===== src/rtl/wb_imem_loader.sv =====
// rtl/wb_imem_loader.sv - Wishbone classic initiator that streams an image into instruction memory
//
// wb_imem_fifo: 4-entry word FIFO with flush.
//   wb_clk_i, wb_rst_i : clock, async active-high reset
//   flush              : drop all entries
//   push, push_data    : write one word
//   pop, head          : read one word / current head word
//   empty, count_n     : empty flag, occupancy after this edge
//
// wb_imem_loader: top.
//   wb_clk_i, wb_rst_i            : clock, async active-high reset
//   start, word_count             : begin a load of word_count words (0..256)
//   in_valid, in_data, in_ready   : image word stream
//   wbm_cyc_o .. wbm_ack_i        : Wishbone classic initiator port (writes only)
//   busy, done, error, core_hold  : load status; core_hold keeps the core in reset

module wb_imem_fifo #(
  parameter int DW = 32
) (
  input  logic          wb_clk_i,
  input  logic          wb_rst_i,
  input  logic          flush,
  input  logic          push,
  input  logic [DW-1:0] push_data,
  input  logic          pop,
  output logic [DW-1:0] head,
  output logic          empty,
  output logic [2:0]    count_n
);

  logic [DW-1:0] mem [4];
  logic [1:0]    wr_ptr;
  logic [1:0]    rd_ptr;
  logic [2:0]    count;
  logic          push_ok;
  logic          pop_ok;

  assign pop_ok  = pop && (count != 3'd0);
  // A full FIFO still takes a word when the same edge pops one.
  assign push_ok = push && ((count != 3'd4) || pop_ok);
  assign empty   = (count == 3'd0);
  assign head    = mem[rd_ptr];

  always_comb begin
    count_n = count;
    if (flush) begin
      count_n = 3'd0;
    end else if (push_ok && !pop_ok) begin
      count_n = count + 3'd1;
    end else if (pop_ok && !push_ok) begin
      count_n = count - 3'd1;
    end
  end

  always_ff @(posedge wb_clk_i or posedge wb_rst_i) begin
    if (wb_rst_i) begin
      wr_ptr <= 2'd0;
      rd_ptr <= 2'd0;
      count  <= 3'd0;
    end else begin
      count <= count_n;
      if (flush) begin
        wr_ptr <= 2'd0;
        rd_ptr <= 2'd0;
      end else begin
        if (push_ok) wr_ptr <= wr_ptr + 2'd1;
        if (pop_ok)  rd_ptr <= rd_ptr + 2'd1;
      end
    end
  end

  always_ff @(posedge wb_clk_i) begin
    if (push_ok && !flush) mem[wr_ptr] <= push_data;
  end

endmodule

module wb_imem_loader #(
  parameter logic [31:0] BASE_ADDRESS = 32'h3000_0000,
  parameter logic [31:0] ADDR_STEP    = 32'd1,
  parameter logic [3:0]  SEL          = 4'b1111,
  parameter int          TIMEOUT      = 16
) (
  input  logic        wb_clk_i,
  input  logic        wb_rst_i,
  input  logic        start,
  input  logic [8:0]  word_count,
  input  logic        in_valid,
  input  logic [31:0] in_data,
  output logic        in_ready,
  output logic        wbm_cyc_o,
  output logic        wbm_stb_o,
  output logic        wbm_we_o,
  output logic [3:0]  wbm_sel_o,
  output logic [31:0] wbm_adr_o,
  output logic [31:0] wbm_dat_o,
  input  logic        wbm_ack_i,
  output logic        busy,
  output logic        done,
  output logic        error,
  output logic        core_hold
);

  localparam int            TW       = $clog2(TIMEOUT);
  localparam logic [TW-1:0] TMO_LAST = TW'(TIMEOUT - 1);

  typedef enum logic [2:0] {
    S_IDLE,
    S_FETCH,
    S_WR_WAIT,
    S_DONE,
    S_ERROR
  } state_t;

  state_t        state;
  state_t        state_n;
  logic [8:0]    remain;
  logic [TW-1:0] tcnt;
  logic [31:0]   fifo_head;
  logic          fifo_empty;
  logic [2:0]    fifo_count_n;
  logic          push;
  logic          pop;
  logic          load;
  logic          zero_start;
  logic          ack_take;
  logic          tmo;
  logic          last_word;

  assign push      = in_valid && in_ready;
  assign last_word = (remain == 9'd1);
  assign core_hold = busy;

  wb_imem_fifo #(.DW(32)) u_fifo (
    .wb_clk_i  (wb_clk_i),
    .wb_rst_i  (wb_rst_i),
    .flush     (tmo),
    .push      (push),
    .push_data (in_data),
    .pop       (pop),
    .head      (fifo_head),
    .empty     (fifo_empty),
    .count_n   (fifo_count_n)
  );

  always_ff @(posedge wb_clk_i or posedge wb_rst_i) begin
    if (wb_rst_i) state <= S_IDLE;
    else          state <= state_n;
  end

  always_comb begin
    state_n    = state;
    load       = 1'b0;
    zero_start = 1'b0;
    pop        = 1'b0;
    ack_take   = 1'b0;
    tmo        = 1'b0;
    case (state)
      S_IDLE, S_DONE, S_ERROR: begin
        if (start) begin
          if (word_count == 9'd0) begin
            zero_start = 1'b1;
            state_n    = S_DONE;
          end else begin
            load    = 1'b1;
            state_n = S_FETCH;
          end
        end
      end
      S_FETCH: begin
        if (!fifo_empty) begin
          pop     = 1'b1;
          state_n = S_WR_WAIT;
        end
      end
      S_WR_WAIT: begin
        // An ack on the last timeout cycle still completes the write.
        if (wbm_ack_i) begin
          ack_take = 1'b1;
          state_n  = last_word ? S_DONE : S_FETCH;
        end else if (tcnt == TMO_LAST) begin
          tmo     = 1'b1;
          state_n = S_ERROR;
        end
      end
      default: state_n = S_IDLE;
    endcase
  end

  always_ff @(posedge wb_clk_i or posedge wb_rst_i) begin
    if (wb_rst_i) begin
      wbm_cyc_o <= 1'b0;
      wbm_stb_o <= 1'b0;
      wbm_we_o  <= 1'b0;
      wbm_sel_o <= 4'b0000;
      wbm_adr_o <= BASE_ADDRESS;
      wbm_dat_o <= 32'd0;
      remain    <= 9'd0;
      tcnt      <= '0;
      busy      <= 1'b0;
      done      <= 1'b0;
      error     <= 1'b0;
      in_ready  <= 1'b1;
    end else begin
      if (pop) begin
        wbm_cyc_o <= 1'b1;
        wbm_stb_o <= 1'b1;
        wbm_we_o  <= 1'b1;
        wbm_sel_o <= SEL;
        wbm_dat_o <= fifo_head;
      end else if (ack_take || tmo) begin
        wbm_cyc_o <= 1'b0;
        wbm_stb_o <= 1'b0;
        wbm_we_o  <= 1'b0;
        wbm_sel_o <= 4'b0000;
      end

      if (load)          wbm_adr_o <= BASE_ADDRESS;
      else if (ack_take) wbm_adr_o <= wbm_adr_o + ADDR_STEP;

      if (load)          remain <= word_count;
      else if (ack_take) remain <= remain - 9'd1;

      if (pop)                       tcnt <= '0;
      else if (state == S_WR_WAIT)   tcnt <= tcnt + 1'b1;

      if (tmo)       error <= 1'b1;
      else if (load) error <= 1'b0;

      done     <= zero_start || (ack_take && last_word);
      busy     <= (state_n == S_FETCH) || (state_n == S_WR_WAIT);
      in_ready <= (state_n != S_ERROR) && (fifo_count_n != 3'd4);
    end
  end

endmodule


===== config.mk =====
export PLATFORM = sky130hd
export DESIGN_NAME = wb_imem_loader
export DESIGN_NICKNAME = d
export VERILOG_FILES = /design/src/rtl/wb_imem_loader.sv
export SDC_FILE = /design/constraint.sdc
export NUM_CORES = 1
export LEC_CHECK = 0
export CORE_ASPECT_RATIO = 2
export CORE_MARGIN = 2
export CORE_UTILIZATION = 40
export CTS_BUF_LIST = sky130_fd_sc_hd__clkbuf_2
export DETAILED_ROUTE_END_ITERATION = 8
export PLACE_DENSITY = 0.71
export SETUP_SLACK_MARGIN = 0.5
export SLEW_MARGIN = 20
export SYNTH_ARGS = -nofsm -noshare
export SYNTH_HDL_FRONTEND = slang
export SYNTH_SLANG_ARGS = --single-unit

===== constraint.sdc =====
create_clock -name wb_clk_i -period 4.48 [get_ports wb_clk_i]
set_clock_uncertainty 0.05 [all_clocks]
set_input_delay 0.448 -clock wb_clk_i [delete_from_list [all_inputs] [get_ports wb_clk_i]]
set_output_delay 0.448 -clock wb_clk_i [all_outputs]
set_load 0.01 [all_outputs]

==> results.txt <==
* Slew of the pin with the lowest slew margin: 974 ps
- Series of cell instances along the critical path: or3b_2, a31oi_1, nor2b_1, and2_2
- Synth Cell Area: 9150 um^2
* Buffers inserted during post-CTS setup optimization: 0
- In this run the cell area measured after placement is approximately 11,000 um^2.
* Slew Limit Fails: 0
- Die extent in x: 111 um
* DRC violation total after the first TritonRoute iteration: between 200 and 300
* TritonCTS Buffers: between 40 and 50
- # setup viols final: 0
* Global-route wire length before repair: between 30 and 40 mm
- Summed over all failing endpoints, the final setup total negative slack is 0 ps.
- Cts-stage hold buffer count: 0
* Instance count after placement with tap cells included: between 1k and 1.5k
- between 100 and 150 I/O pins were placed.
- Clock slew at reported path FFs: roughly 140 ps
- For this run, the leading register cell type out of synthesis is sky130_fd_sc_hd__edfxtp_1.
- Crit-path max cell delay: approximately 770 ps
- P_leak: 4.27 nW
- Antenna Violating Nets Remaining: 0
- Maximum fanout along the worst path: 32
* Yosys cell types: 50
- For this run, the total global-route usage over all layers was measured as between 10% and 20%.
- Ranked by total cell area, the synthesized netlist is headed by sky130_fd_sc_hd__edfxtp_1 (42%), sky130_fd_sc_hd__dfrtp_1 (24%), sky130_fd_sc_hd__mux4_2 (7.9%).
- Compared with the post-synthesis result, the final layout area differs by 20.5%.
- Min cycle time layout: roughly 3000 ps
- Met2 routing resource usage after global routing: approximately a third
* Die Y: about 220 um
- Peak supply drop: 0.000290 V
- Together, buffers and inverters on the worst path number 0.
* FF-to-FF Start: state[0]
- Unrepaired setup endpoints after global routing: false
- The net count of the finished layout is approximately 860.
- After synthesis the netlist holds a flip-flop and latch count of 220.
- For met3 alone, demand over resource in global routing was ~2.9%.
- Headroom to the max-slew limit came out at between 30% and 40%.
- Data on the critical path is required at its endpoint by about 4800 ps.
* Global route hottest layer: met2
* Final core utilization: 48.9%
- Leading area contributor after synthesis: sky130_fd_sc_hd__edfxtp_1
- STA classifies the critical path startpoint as a flop.
* Final standard cell count with taps included and fillers excluded: about 1.1k
- Post-CTS repair changed the size of 0 cells.
- Number of antenna violations at the first check in global routing: 1
- STA classifies the critical path endpoint as a flop.
* Sink Count: between 200 and 250
* Standard-cell rows: 78
- CTS placed an instance of sky130_fd_sc_hd__clkbuf_2 at the clock tree root.
* Worst skew pair latency: 790 ps
* Final worst path period share: about two thirds
- Dividing the detail-routed wire length by the instance count gives 17.4 um.
* Ratio of cells with drive above 1 in the final layout: between 10% and 20%
- CTS tree: built
* Power after layout: about 0.0063 W
- The final layout contains routed wiring with a total length of between 15 and 20 mm.
- In the routed layout, each cell is associated on average with a via count of between 5 and 6.
- During placement, the flow inserted port buffers numbering 121.
* Hold Vio Cnt, Final: 0
* Met1 layer usage reported by global route: 16.8%
* Cell with the largest stage delay on the worst path: sky130_fd_sc_hd__and2_2
* Via count of the routed design: approximately 5.7k
- Maximum clock insertion buffer count: 3
* Arrival time worst endpoint: about 3400 ps
- Synth cell count leaders: sky130_fd_sc_hd__nand2_1 (129), sky130_fd_sc_hd__edfxtp_1 (128), sky130_fd_sc_hd__dfrtp_1 (89), sky130_fd_sc_hd__nor2_1 (47), sky130_fd_sc_hd__mux4_2 (32)
* Overall overflow remaining after global route: 0
* Proportion of register bits with asynchronous set or reset after synthesis: a little over two fifths
- Finished layout cell area: 11,000 um^2
* Area share of the largest cell type after synthesis: between 40% and 50%
* Outcome: finished, final reports clean
* Gate count of the mapped netlist: 663
- Detailed placement finished with a half-perimeter wire length of between 10 and 15 mm.
- After synthesis, flip-flops and latches occupy roughly two thirds of the total area.
* Syn_nets: between 700 and 800
* Initial DRT Pass Iterations: 4
* DRC violation count after routing: 0
- Tracing the worst setup path back leads to its startpoint at state[0].
* Category of the most critical setup path: reg -> reg
* Largest net degree at the start of global routing: 70
- The die covers approximately 24,000 um^2.
* Number of global-route vias before repair: ~6.0k
* Final RePlAce weighted congestion: 0.794
- F_max: about 330 MHz
- For this design the ratio of total power to cell area is 573 nW/um^2.
- Fill count: about 2k
- The tightest min-delay check is of the in -> async type.
- The most common cell in the synthesized netlist is sky130_fd_sc_hd__nand2_1.
- Starting density of the core: around two fifths
- # H-tree levels: 2
* Kind of cell with the highest combined delay on the critical path: simple AND/OR/NAND/NOR gates
- Number of warning messages in the yosys log: 0
- Core Region: 22,500 um^2
- The synthesized design contains roughly 130 enable-type register cells.
- Each instance of the synthesized netlist takes up on average roughly 14 um^2.
- Max-capacitance violation count: 0
==> power breakdown <==
group | internal [W] | switching, W
registers | 0.00266 | 0.000387
logic | 0.000997 | 0.00105
clock network | 0.000442 | 0.000781
==> layout by cell type (no fill, tap or decap), types with 18 or more instances in the layout <==
cell type	n
sky130_fd_sc_hd__nor2_1	46
sky130_fd_sc_hd__edfxtp_1	128
sky130_fd_sc_hd__clkinv_1	22
sky130_fd_sc_hd__clkbuf_2	59
sky130_fd_sc_hd__mux4_2	32
sky130_fd_sc_hd__nand2_1	129
sky130_fd_sc_hd__clkdlybuf4s50_1	121
sky130_fd_sc_hd__xor2_1	29
sky130_fd_sc_hd__nand4_1	18
sky130_fd_sc_hd__nand3_1	18
sky130_fd_sc_hd__dfrtp_1	87
==> cells by family after synthesis <==
kind of cell	count (synthesis)	share of synthesized area [%]
simple gates	265	13.7
flops	220	67.2
buf+inv	48	2.46
xor+xnor	43	4.12
compound gates	41	2.82
mux	35	8.21
fa+ha+maj	11	1.50
==> cell type report <==
class                           count  area (um^2)  share of cell area, %
Sequential cell                   220         6150                   55.8
Multi-Input combinational cell    395         2790                   25.3
Timing Repair Buffer              125         1240                   11.3
Tap cell                          280          350                   3.18
Clock buffer                       59          295                   2.68
Clock inverter                     31          160                   1.45
Inverter                           10         40.0                  0.363
Antenna cell                        1         2.50                 0.0227
==> stage by stage <==
stage | hold WS (ps) | worst slack [ps]
floorplan | 430 | 1560
global placement | 407 | 1430
detailed placement | 411 | 1360
CTS | 86.3 | 1380
global route | 148 | 1260
finish | 151 | 1430
==> sequential cells by signal (all words and copies together) (netlist names), 2 cells and up <==
| signal | cells |
|---|---|
| u_fifo.rd_ptr | 2 |
| wbm_adr_o | 32 |
| u_fifo.count | 3 |
| u_fifo.mem | 128 |
| state | 3 |
| tcnt | 4 |
| wbm_dat_o | 32 |
| u_fifo.wr_ptr | 2 |
| remain | 9 |
==> metal layers <==
layer,part of all wire (%),vias up
met4,3.0,0
met5,0,-
met1,36,2820
li1,-,2678
met2,57,137
met3,3.4,38
==> worst paths after layout <==
kind,to,slack (ps),cells past startpoint
max in group asynchronous,u_fifo.wr_ptr[0],3310,3
worst max register to register,u_fifo.mem[3][13],1430,4
worst min-delay path,wbm_adr_o[11],150,2
min in group wb_clk_i,remain[7],210,3
worst min register to register,wbm_dat_o[2],430,2
worst max-delay path,u_fifo.mem[3][13],1430,4
No activity file was read; power rests on OpenSTA's default activity.
==> variant, RTL diff (config.mk and constraints unchanged) <==
`TIMEOUT`: 16 -> 64.
--- a/src/rtl/wb_imem_loader.sv
+++ b/src/rtl/wb_imem_loader.sv
@@ -79,7 +79,7 @@
   parameter logic [31:0] BASE_ADDRESS = 32'h3000_0000,
   parameter logic [31:0] ADDR_STEP    = 32'd1,
   parameter logic [3:0]  SEL          = 4'b1111,
-  parameter int          TIMEOUT      = 16
+  parameter int          TIMEOUT      = 64
 ) (
   input  logic        wb_clk_i,
   input  logic        wb_rst_i,
Formal check against the unedited RTL: same outputs for any inputs over 4 cycles, from zero or initial values and one cycle with wb_rst_i high; that may be too few to reach the edited logic, so the function may still have changed.
==> variant against the unedited design <==
- die area is 0.84% higher
- sequential cell count is 2 higher
- power rose by 0.38%
- routed wire length about the same
- synthesized area up 0.86%
- final area grew 0.50%
- worst hold slack worse by 100 ps
- setup slack better by 350 ps
- critical path depth stayed put
- critical endpoint is now u_fifo.mem[3][1]
==> variant: results <==
[synthesis]
synthArstFlopShare = 0.4234
synthMuxAreaShare = 0.08027
synth_fa_ha_area_frac = 0.01492
ys_warn_count = 0
synth_compound_area_frac = 0.02875
syn-num-nets = 724
synth_top_cells_by_count = "nand2_1 (130), edfxtp_1 (128), dfrtp_1 (91)"
yosys-top-cells-area = "edfxtp_1 (42%), dfrtp_1 (25%), mux4_2 (7.8%), nand2_1 (5.3%), xor2_1 (2.8%)"
synthXorXnorAreaFrac = 0.03986

[setup_path]
cp.arrival_ps = 3050

[detailed_routing]
routed_wl_um = 19480
met3WireLength_um = 782
drt_iter0_markers = 325
via_per_inst = 5.109
wl_met1_um = 6960
route.met2.wl_um = 10920

[clock_network]
numCtsBuffers = 49

[grt]
grt_pass1_vias = 5932
grt_usage = 0.1608
grt_util_met1 = 0.1627
grt_max_degree = 76

[placed_design]
gp_congestion = 0.8061
place_area_um2 = 10630
dp.final_hpwl_um = 12690

[power]
leakagePower_nw = 4.314

[layout]
fin_nets = 864
layout-drive-gt1-share = 0.1580
nFillCells = 2056

[timing]
relSlewSlack = 0.4057

[status]
status = "finished, final reports clean"
## variant: changes by cell type in the layout (fill, tap and decap cells not counted), sizes merged, moves of 3 or more
cell	change
a21oi	-4
nand3	+10
nor3b	-3
o21ai	+7
clkinv	-5
nor2	+3
clkbuf	+7
a31oi	-4
inv	+3
nor3	-3
nand4	-4
nor2b	-3
## variant: stage by stage
stage,worst slack [ps],util,cells,hold WS (ps)
6_report,1783,0.4895,1129,47.62
2_1_floorplan,1538,-,667,442.7
5_1_grt,1487,0.4895,1129,33.30
3_5_place_dp,1500,0.4693,1036,412.9
4_1_cts,1699,0.4890,1128,115.4
3_3_place_gp,1632,0.4693,1036,411.1
## variant: worst max-delay path, stage by stage (launching register included)
cell and delay [ps]:
dfrtp_1 520, nor3b_2 440, o21ai_0 290, nor2_1 240, and2_2 780
## variant: where the power goes
group          internal (W)  switching (W)  total [W]  leakage, nW
logic               0.00100        0.00109    0.00209         1.60
clock network      0.000418       0.000790    0.00121        0.339
registers           0.00271       0.000329    0.00304         2.38
total               0.00413        0.00221    0.00634         4.31
## variant: final timing paths
kind                               start                to  slack (ps)
setup / recovery                state[0]  u_fifo.mem[3][1]        1780
hold / removal                  wb_rst_i      wbm_dat_o[7]          50
setup reg to reg                state[0]  u_fifo.mem[3][1]        1780
hold reg to reg             wbm_dat_o[5]      wbm_dat_o[5]         430
max in group asynchronous       wb_rst_i          in_ready        3430
min in group wb_clk_i      word_count[8]         remain[8]         190
## variant: layout make-up
class	count	area, um2	area share
clock inverter	26	116.4	0.01050
clock buffer	66	330.3	0.02980
tap	280	350.3	0.03161
timing repair buffer	126	1249	0.1127
multi-input combinational	396	2783	0.2511
inverter	12	50.05	0.004516
antenna	1	2.502	0.0002258
sequential	222	6202	0.5596
